===== src/rtl/reg_arith_exec_unit_pkg.sv =====
// Shared decode/execute types: the reg_arith opcode kind, the execute-unit FSM states
// and a small opcode classification helper.
package opcode_type;

  typedef enum logic [3:0] {
    rak_add     = 4'd0,
    rak_sub     = 4'd1,
    rak_sll     = 4'd2,
    rak_slt     = 4'd3,
    rak_sltu    = 4'd4,
    rak_xor     = 4'd5,
    rak_srl     = 4'd6,
    rak_sra     = 4'd7,
    rak_or      = 4'd8,
    rak_and     = 4'd9,
    rak_invalid = 4'd15
  } reg_arith_kind_t;

  typedef enum logic [1:0] {
    S_IDLE  = 2'd0,
    S_SHIFT = 2'd1,
    S_DONE  = 2'd2
  } exec_state_t;

  localparam int XLEN_DEFAULT = 32;
  localparam int SHAMT_W      = $clog2(XLEN_DEFAULT);

  function automatic logic is_shift(input reg_arith_kind_t kind);
    return (kind == rak_sll) || (kind == rak_srl) || (kind == rak_sra);
  endfunction

endpackage


===== src/rtl/reg_arith_exec_unit_if.sv =====
// Decode-to-execute-to-writeback handshake bundle; master is the decode/writeback side,
// slave is the execute unit.
interface reg_arith_exec_unit_if #(
  parameter int XLEN = 32
);
  import opcode_type::*;

  logic              in_valid;
  logic              in_ready;
  reg_arith_kind_t   in_kind;
  logic [XLEN-1:0]   in_rs1;
  logic [XLEN-1:0]   in_rs2;
  logic [4:0]        in_rd;
  logic              out_valid;
  logic              out_ready;
  logic [XLEN-1:0]   out_result;
  logic [4:0]        out_rd;
  logic              out_illegal;
  logic              busy;

  modport master (
    output in_valid, in_kind, in_rs1, in_rs2, in_rd, out_ready,
    input  in_ready, out_valid, out_result, out_rd, out_illegal, busy
  );

  modport slave (
    input  in_valid, in_kind, in_rs1, in_rs2, in_rd, out_ready,
    output in_ready, out_valid, out_result, out_rd, out_illegal, busy
  );

endinterface


===== src/rtl/reg_arith_exec_unit_iter_shifter.sv =====
// Iterative shifter: loads a value and shift amount, then moves up to STEP bits per step.
// o_done flags that the current step finishes the shift; o_result is that step's output.
module iter_shifter #(
  parameter int XLEN = 32,
  parameter int STEP = 1
) (
  input  logic                     clk,
  input  logic                     rst_n,
  input  logic                     i_load,
  input  logic [XLEN-1:0]          i_value,
  input  logic [$clog2(XLEN)-1:0]  i_shamt,
  input  logic                     i_dir_right,
  input  logic                     i_arith,
  input  logic                     i_step,
  output logic                     o_done,
  output logic [XLEN-1:0]          o_result
);
  localparam int SH_W = $clog2(XLEN);
  localparam logic [SH_W-1:0] STEP_V = SH_W'(STEP);

  logic [XLEN-1:0] r_value;
  logic [SH_W-1:0] r_rem;
  logic            r_dir_right;
  logic            r_arith;
  logic [SH_W-1:0] w_amt;
  logic [XLEN-1:0] w_shifted;

  // One step moves by min(STEP, remaining) in the loaded direction
  always_comb begin
    w_amt     = (r_rem <= STEP_V) ? r_rem : STEP_V;
    w_shifted = r_value;
    if (!r_dir_right) begin
      w_shifted = r_value << w_amt;
    end else if (r_arith) begin
      w_shifted = $signed(r_value) >>> w_amt;
    end else begin
      w_shifted = r_value >> w_amt;
    end
  end

  // Working value and remaining-distance counter
  always_ff @(posedge clk or negedge rst_n) begin
    if (!rst_n) begin
      r_value     <= {XLEN{1'b0}};
      r_rem       <= {SH_W{1'b0}};
      r_dir_right <= 1'b0;
      r_arith     <= 1'b0;
    end else if (i_load) begin
      r_value     <= i_value;
      r_rem       <= i_shamt;
      r_dir_right <= i_dir_right;
      r_arith     <= i_arith;
    end else if (i_step) begin
      r_value <= w_shifted;
      r_rem   <= r_rem - w_amt;
    end
  end

  assign o_done   = (r_rem <= STEP_V);
  assign o_result = w_shifted;

endmodule


===== src/rtl/reg_arith_exec_unit.sv =====
// Execute unit for reg_arith ops: single-cycle ALU for most kinds, iterative shifter for
// non-zero shifts, registered result held for writeback under valid/ready.
module reg_arith_exec_unit
  import opcode_type::*;
#(
  parameter int XLEN = 32,
  parameter int STEP = 1
) (
  input  logic                   clk,
  input  logic                   rst_n,
  reg_arith_exec_unit_if.slave   bus
);
  localparam int SH_W = $clog2(XLEN);

  exec_state_t     r_state;
  exec_state_t     w_state_nxt;
  logic            w_in_ready;
  logic            w_accept;
  logic            w_take_shift;
  logic            w_illegal;
  logic            w_shift_done;
  logic [SH_W-1:0] w_shamt;
  logic [XLEN-1:0] w_alu_result;
  logic [XLEN-1:0] w_shift_result;
  logic [XLEN-1:0] r_out_result;
  logic [4:0]      r_out_rd;
  logic            r_out_illegal;

  assign w_shamt      = bus.in_rs2[SH_W-1:0];
  assign w_in_ready   = (r_state == S_IDLE) | ((r_state == S_DONE) & bus.out_ready);
  assign w_accept     = bus.in_valid & w_in_ready;
  assign w_take_shift = w_accept & is_shift(bus.in_kind) & (w_shamt != {SH_W{1'b0}});

  // Single-cycle result; a zero-distance shift simply passes rs1 through
  always_comb begin
    w_alu_result = {XLEN{1'b0}};
    w_illegal    = 1'b0;
    case (bus.in_kind)
      rak_add:  w_alu_result = bus.in_rs1 + bus.in_rs2;
      rak_sub:  w_alu_result = bus.in_rs1 - bus.in_rs2;
      rak_slt:  w_alu_result = {{(XLEN-1){1'b0}}, ($signed(bus.in_rs1) < $signed(bus.in_rs2))};
      rak_sltu: w_alu_result = {{(XLEN-1){1'b0}}, (bus.in_rs1 < bus.in_rs2)};
      rak_xor:  w_alu_result = bus.in_rs1 ^ bus.in_rs2;
      rak_or:   w_alu_result = bus.in_rs1 | bus.in_rs2;
      rak_and:  w_alu_result = bus.in_rs1 & bus.in_rs2;
      rak_sll, rak_srl, rak_sra: w_alu_result = bus.in_rs1;
      default: begin
        w_alu_result = {XLEN{1'b0}};
        w_illegal    = 1'b1;
      end
    endcase
  end

  // Next-state logic; S_DONE with out_ready behaves like S_IDLE for back-to-back accepts
  always_comb begin
    w_state_nxt = r_state;
    case (r_state)
      S_IDLE, S_DONE: begin
        if (w_accept) begin
          w_state_nxt = w_take_shift ? S_SHIFT : S_DONE;
        end else if ((r_state == S_DONE) && bus.out_ready) begin
          w_state_nxt = S_IDLE;
        end else begin
          w_state_nxt = r_state;
        end
      end
      S_SHIFT: begin
        if (w_shift_done) begin
          w_state_nxt = S_DONE;
        end else begin
          w_state_nxt = S_SHIFT;
        end
      end
      default: w_state_nxt = S_IDLE;
    endcase
  end

  // State register
  always_ff @(posedge clk or negedge rst_n) begin
    if (!rst_n) begin
      r_state <= S_IDLE;
    end else begin
      r_state <= w_state_nxt;
    end
  end

  // Output register: captured on accept, overwritten by the shifter on its final step
  always_ff @(posedge clk or negedge rst_n) begin
    if (!rst_n) begin
      r_out_result  <= {XLEN{1'b0}};
      r_out_rd      <= 5'd0;
      r_out_illegal <= 1'b0;
    end else if (w_accept) begin
      r_out_result  <= w_alu_result;
      r_out_rd      <= bus.in_rd;
      r_out_illegal <= w_illegal;
    end else if ((r_state == S_SHIFT) && w_shift_done) begin
      r_out_result <= w_shift_result;
    end
  end

  iter_shifter #(
    .XLEN (XLEN),
    .STEP (STEP)
  ) u_shifter (
    .clk         (clk),
    .rst_n       (rst_n),
    .i_load      (w_take_shift),
    .i_value     (bus.in_rs1),
    .i_shamt     (w_shamt),
    .i_dir_right (bus.in_kind != rak_sll),
    .i_arith     (bus.in_kind == rak_sra),
    .i_step      (r_state == S_SHIFT),
    .o_done      (w_shift_done),
    .o_result    (w_shift_result)
  );

  assign bus.in_ready    = w_in_ready;
  assign bus.out_valid   = (r_state == S_DONE);
  assign bus.busy        = (r_state != S_IDLE);
  assign bus.out_result  = r_out_result;
  assign bus.out_rd      = r_out_rd;
  assign bus.out_illegal = r_out_illegal;

endmodule


===== src/flat_wrapper.sv =====
// flat-port wrapper written by rule: the top's interface ports become plain ports
module reg_arith_exec_unit_flat import opcode_type::*;
#(
  parameter int XLEN = 32,
  parameter int STEP = 1
)
  (clk, rst_n, bus_in_valid, bus_in_kind, bus_in_rs1, bus_in_rs2, bus_in_rd, bus_out_ready, bus_in_ready, bus_out_valid, bus_out_result, bus_out_rd, bus_out_illegal, bus_busy);
  reg_arith_exec_unit_if #(.XLEN(XLEN)) bus_i ();
  input  logic clk;
  input  logic rst_n;
  input wire logic [$bits(bus_i.in_valid)-1:0] bus_in_valid;
  input wire logic [$bits(bus_i.in_kind)-1:0] bus_in_kind;
  input wire logic [$bits(bus_i.in_rs1)-1:0] bus_in_rs1;
  input wire logic [$bits(bus_i.in_rs2)-1:0] bus_in_rs2;
  input wire logic [$bits(bus_i.in_rd)-1:0] bus_in_rd;
  input wire logic [$bits(bus_i.out_ready)-1:0] bus_out_ready;
  output wire logic [$bits(bus_i.in_ready)-1:0] bus_in_ready;
  output wire logic [$bits(bus_i.out_valid)-1:0] bus_out_valid;
  output wire logic [$bits(bus_i.out_result)-1:0] bus_out_result;
  output wire logic [$bits(bus_i.out_rd)-1:0] bus_out_rd;
  output wire logic [$bits(bus_i.out_illegal)-1:0] bus_out_illegal;
  output wire logic [$bits(bus_i.busy)-1:0] bus_busy;
  assign bus_i.in_valid = bus_in_valid;
  assign bus_i.in_kind = bus_in_kind;
  assign bus_i.in_rs1 = bus_in_rs1;
  assign bus_i.in_rs2 = bus_in_rs2;
  assign bus_i.in_rd = bus_in_rd;
  assign bus_i.out_ready = bus_out_ready;
  assign bus_in_ready = bus_i.in_ready;
  assign bus_out_valid = bus_i.out_valid;
  assign bus_out_result = bus_i.out_result;
  assign bus_out_rd = bus_i.out_rd;
  assign bus_out_illegal = bus_i.out_illegal;
  assign bus_busy = bus_i.busy;
  reg_arith_exec_unit #(.XLEN(XLEN), .STEP(STEP)) u_core (.clk(clk), .rst_n(rst_n), .bus(bus_i));
endmodule

===== config.mk =====
export PLATFORM = sky130hd
export DESIGN_NAME = reg_arith_exec_unit_flat
export DESIGN_NICKNAME = d
export VERILOG_FILES = /design/src/rtl/reg_arith_exec_unit_pkg.sv /design/src/rtl/reg_arith_exec_unit_if.sv /design/src/rtl/reg_arith_exec_unit_iter_shifter.sv /design/src/rtl/reg_arith_exec_unit.sv /design/src/flat_wrapper.sv
export SDC_FILE = /design/constraint.sdc
export NUM_CORES = 1
export LEC_CHECK = 0
export ABC_CLOCK_PERIOD_IN_PS = 3090
export BUFFER_PORTS_ARGS = -buffer_cell sky130_fd_sc_hd__buf_2
export CAP_MARGIN = 30
export CORE_MARGIN = 3
export CORE_UTILIZATION = 45
export DETAILED_ROUTE_END_ITERATION = 16
export PLACE_DENSITY_LB_ADDON = 0.08
export SYNTH_ARGS = -nofsm -noshare
export SYNTH_HDL_FRONTEND = slang
export SYNTH_HIERARCHICAL = 1
export SYNTH_SLANG_ARGS = --single-unit

===== constraint.sdc =====
create_clock -name clk -period 3.09 [get_ports clk]
set_input_delay 0.1545 -clock clk [delete_from_list [all_inputs] [get_ports clk]]
set_output_delay 0.1545 -clock clk [all_outputs]
set_load 0.005 [all_outputs]

==> results by stage <==
Route:
- The detailed-router iteration count before antenna repair is 6.
- For this run, design rule violations remaining after detail routing come to 0.
- The count of nets left with antenna violations after detail routing is 0.
- The total number of vias is 11.89k.
- After detailed routing, the average wire length per cell comes to between 20 and 25 µm.
- Wires add up to between 40 and 50 mm.
- The number of violations reported at the end of detailed-routing iteration 0 is about 1.6k.
- Using the TritonRoute via totals, the vias-per-cell ratio works out to 6.414.

Floorplanning:
- The region available for standard cell placement spans around 23000 µm².
- The floorplan step set the die width to 158.8 µm.
- During I/O placement, the number of pins put on the boundary was roughly 120.
- The initial utilization of the core area, before any placement, comes to 0.4615.
- The floorplan step defined a die boundary enclosing roughly 25000 µm².
- The die height is 158.8 µm.
- The standard-cell row count is 55.

Logic synthesis:
- The count of different cell masters after synthesis is between 80 and 90.
- The net count after synthesis is approximately 1.6k.
- The number of register bits inferred by synthesis is 79.
- The cell count after synthesis is around 1.4k.
- The most instantiated flip-flop cell in the synthesis netlist is sky130_fd_sc_hd__dfrtp_1.
- In this run, synthesis inferred 0 flip-flops with an integrated enable.
- The mean instance size in the synthesized netlist is approximately 7.5 µm².
- The synthesized netlist occupies a cell area of approximately 11000 µm².
- The portion of the post-synthesis area used by sequential elements is 0.1881.
- The Yosys step of the flow raised 6 warnings.
- The share of flip-flops with an asynchronous set or reset is 1.000.

Power and ir drop:
- The leakage component of the power is roughly 5.7 nW.
- The completed layout was analyzed and its total power is roughly 7.2 mW.
- The power per cell area is around 600 nW/µm².
- The worst supply voltage drop on vdd is slightly below 0.0003 V.

Critical path:
- On the worst path, the slowest cell contributes a delay of roughly 0.38 ns.
- Along the worst path, the maximum fanout reaches 6.
- The critical path goes through or2_2 > nor3_1 > nand2_1 > nand2_1 > o21ai_0 > a221o_1 > a221oi_1 > o21ai_0 > nor3_1 > buf_4 > nor3_1.
- The start-to-end type of the worst setup path is reg2reg.
- For the worst setup path, the data arrival time is between 3 and 4 ns.
- STA classifies the critical path endpoint as a flip-flop.
- Among all stages on the critical path, the largest delay is contributed by sky130_fd_sc_hd__dfrtp_1.
- STA classifies the critical path startpoint as a flip-flop.
- Data on the critical path is required at its endpoint by 3.33 ns.
- By instance count, the cell type seen most on the critical path is sky130_fd_sc_hd__nor3_1.

Outcome:
- The flow ran to the end, and the final reports show no timing, DRC or antenna violations.

Clocking:
- Clock tree synthesis inserted a total of 9 buffers.
- The clock transition time at the flip-flop clock pins of the worst setup and hold paths is about 0.070 ns.
- For the worst-skew pair, the clock arrives at the later sink with an insertion delay of 0.36 ns.
- No sink is reached through more buffers than the 2 on the longest clock path.
- The clock root buffer is sky130_fd_sc_hd__clkbuf_16.
- The clock tree synthesis step divided the H-tree into 3 levels.
- TritonCTS built the clock tree.
- The number of clock sinks is a little under 80.

Global route:
- The number of antenna violations at the first check in global routing was 1.
- The number of global-route vias before repair came to about 11k.
- The wire length of the first global-routing pass is roughly 67 mm.
- The overall global routing resource usage is 0.3340.
- Entering global routing, the biggest net connects 65 pins.
- The global route total overflow is 0.

Placement:
- The pre-CTS setup slack is 0.01594 ns.
- The routability congestion estimate from global placement is slightly above 1.
- The placed cell count is around 1.8k.
- The HPWL after detailed placement is roughly 33 mm.
- The number of buffers inserted by port buffering is 117.

Layout:
- The total number of nets in the final design is between 1.5k and 2k.
- The area growth from synthesis to layout is 16.37%.
- The post-layout instance count excluding filler cells is 1854.
- The final-layout fill cell count is ~2.3k.
- The library cell used most frequently in the layout, excluding fill and tap cells, is sky130_fd_sc_hd__a21oi_1.
- The sequential cell area in the final layout is around 2000 µm².
- Summing all multi-input logic gate instances after layout gives ~7700 µm².
- The fraction of layout cells with a size suffix above 1 is 0.1851.
- In the layout the commonest cells are 164 x sky130_fd_sc_hd__a21oi_1, 116 x sky130_fd_sc_hd__buf_2, 109 x sky130_fd_sc_hd__buf_4.

Timing:
- Setup violations remaining at the end of the flow were counted as 0.
- Setup repair after global routing left no endpoint under its margin.
- In the finished design, the share of the clock period the worst path needs comes to 0.9066.
- The sum of negative setup slack is 0 ns.
- Once routing completed, OpenROAD measured the worst setup slack at 0.2885 ns.
- The clock period could shrink to approximately 2.8 ns.
- The worst pin sits at a relative slew slack of 0.5114.
- The transition time of the tightest slew-check pin is between 0.7 and 0.8 ns.
- The timing-limited maximum frequency is ~360 MHz.
- The number of hold-slack violations in the final timing report is 0.
- The final number of max-transition violations is 0.
- On the final layout, the worst clock skew is approximately 0.013 ns.

Worst hold path:
- The worst min-delay path class is in2reg.

Flow run:
- The max capacitance violation total is 0.
[final timing paths]
path,startpoint,to,slack [ns],depth (start not counted)
worst max-delay path,u_core/u_shifter/r_rem[4],u_core/bus.out_result[23],0.29,11
worst min-delay path,bus_out_ready,u_core/r_state[1],0.08,3
worst max register to register,u_core/u_shifter/r_rem[4],u_core/bus.out_result[23],0.29,11
worst min register to register,u_core/bus.out_rd[3],u_core/bus.out_rd[3],0.47,2
max in group asynchronous,rst_n,u_core/u_shifter/r_value[16],1.95,3
min in group asynchronous,rst_n,u_core/u_shifter/r_rem[1],0.39,2
[area by class of cell]
type / count / area share
Clock buffer: 9 / 0.01841
Sequential cell: 79 / 0.1617
Tap cell: 313 / 0.03202
Timing Repair Buffer: 234 / 0.1242
Antenna cell: 1 / 0.0002046
Clock inverter: 7 / 0.004501
Inverter: 107 / 0.03284
Multi-Input combinational cell: 1104 / 0.6261
[critical path, delay by kind of cell, from the launching register on]
kind | cells | cell delay (ns)
DFF | 1 | 0.38
and+or+nand+nor | 6 | 1.24
AOI/OAI and AO/OA | 4 | 0.91
buffers and inverters | 1 | 0.15
[logic make-up (layout without fill, tap and decap cells)]
kind of cell             Yosys count  count (layout)  synth area share
AO/OA/AOI/OAI                    489             489            0.3110
buffers and inverters            217             357           0.08690
other                              0               1                 0
AND/OR/NAND/NOR                  452             452            0.2337
adder cells (fa/ha/maj)          106             106            0.1276
XOR/XNOR                          17              17           0.01416
flip-flops                        79              79            0.1881
multiplexers                      40              40           0.03857
[state kept, by name, indices dropped and copies added, names as in the netlist]
name                          flops
u_core/r_state                    2
u_core/bus.out_illegal            1
u_core/u_shifter/r_dir_right      1
u_core/bus.out_result            32
u_core/u_shifter/r_value         32
u_core/u_shifter/r_arith          1
u_core/u_shifter/r_rem            5
u_core/bus.out_rd                 5
[metal layers]
layer	track usage	routed length, µm
met5	0	0
met4	0.1015	1259
met3	0.06340	4760
met2	0.4880	18260
met1	0.4955	19350
[through the flow]
step,hold WS (ns),util,instance area [µm²]
final,0.08311,0.5370,12230
after global routing,0.1101,0.5370,12230
after CTS,0.06991,0.5369,12230
after detailed placement,0.2619,0.5219,11890
after global placement,0.2551,0.5219,11890
after floorplan,-0.1411,-,10510
[Yosys cell counts, types with 10 or more instances]
cell,number,share of area
sky130_fd_sc_hd__a211oi_1,49,0.035
sky130_fd_sc_hd__a21o_1,19,0.014
sky130_fd_sc_hd__a21oi_1,166,0.079
sky130_fd_sc_hd__a221o_1,11,0.010
sky130_fd_sc_hd__a221oi_1,23,0.019
sky130_fd_sc_hd__a22oi_1,10,0.0071
sky130_fd_sc_hd__a31oi_1,18,0.011
sky130_fd_sc_hd__and3_1,18,0.011
sky130_fd_sc_hd__buf_2,27,0.013
sky130_fd_sc_hd__buf_4,16,0.011
sky130_fd_sc_hd__clkbuf_1,60,0.021
sky130_fd_sc_hd__dfrtp_1,79,0.19
sky130_fd_sc_hd__ha_1,104,0.12
sky130_fd_sc_hd__inv_1,102,0.036
sky130_fd_sc_hd__mux2i_1,36,0.034
sky130_fd_sc_hd__nand2_1,79,0.028
sky130_fd_sc_hd__nand2b_1,14,0.0083
sky130_fd_sc_hd__nand3_1,16,0.0076
sky130_fd_sc_hd__nand3b_1,32,0.023
sky130_fd_sc_hd__nand4b_1,29,0.024
sky130_fd_sc_hd__nor2_1,106,0.038
sky130_fd_sc_hd__nor2b_1,12,0.0071
sky130_fd_sc_hd__nor3_1,62,0.030
sky130_fd_sc_hd__nor3b_1,32,0.023
sky130_fd_sc_hd__o211ai_1,11,0.0079
sky130_fd_sc_hd__o21ai_0,64,0.030
sky130_fd_sc_hd__o21bai_1,15,0.011
sky130_fd_sc_hd__o22ai_1,14,0.0083
sky130_fd_sc_hd__or3_1,12,0.0071
sky130_fd_sc_hd__xnor2_1,17,0.014
[power breakdown]
part / switching, mW / total [mW] / internal (mW)
sequential: 0.495 / 1.98 / 1.48
clock: 0.539 / 1.10 / 0.558
combinational: 2.50 / 4.09 / 1.59
[repair_timing]
action,4_1_cts,5_1_grt
endpoints found under the hold margin,52,0
setup buffers,0,0
gates resized for setup,0,0
hold buffers,6,0
Note: power is estimated with default switching activity, not from simulation.
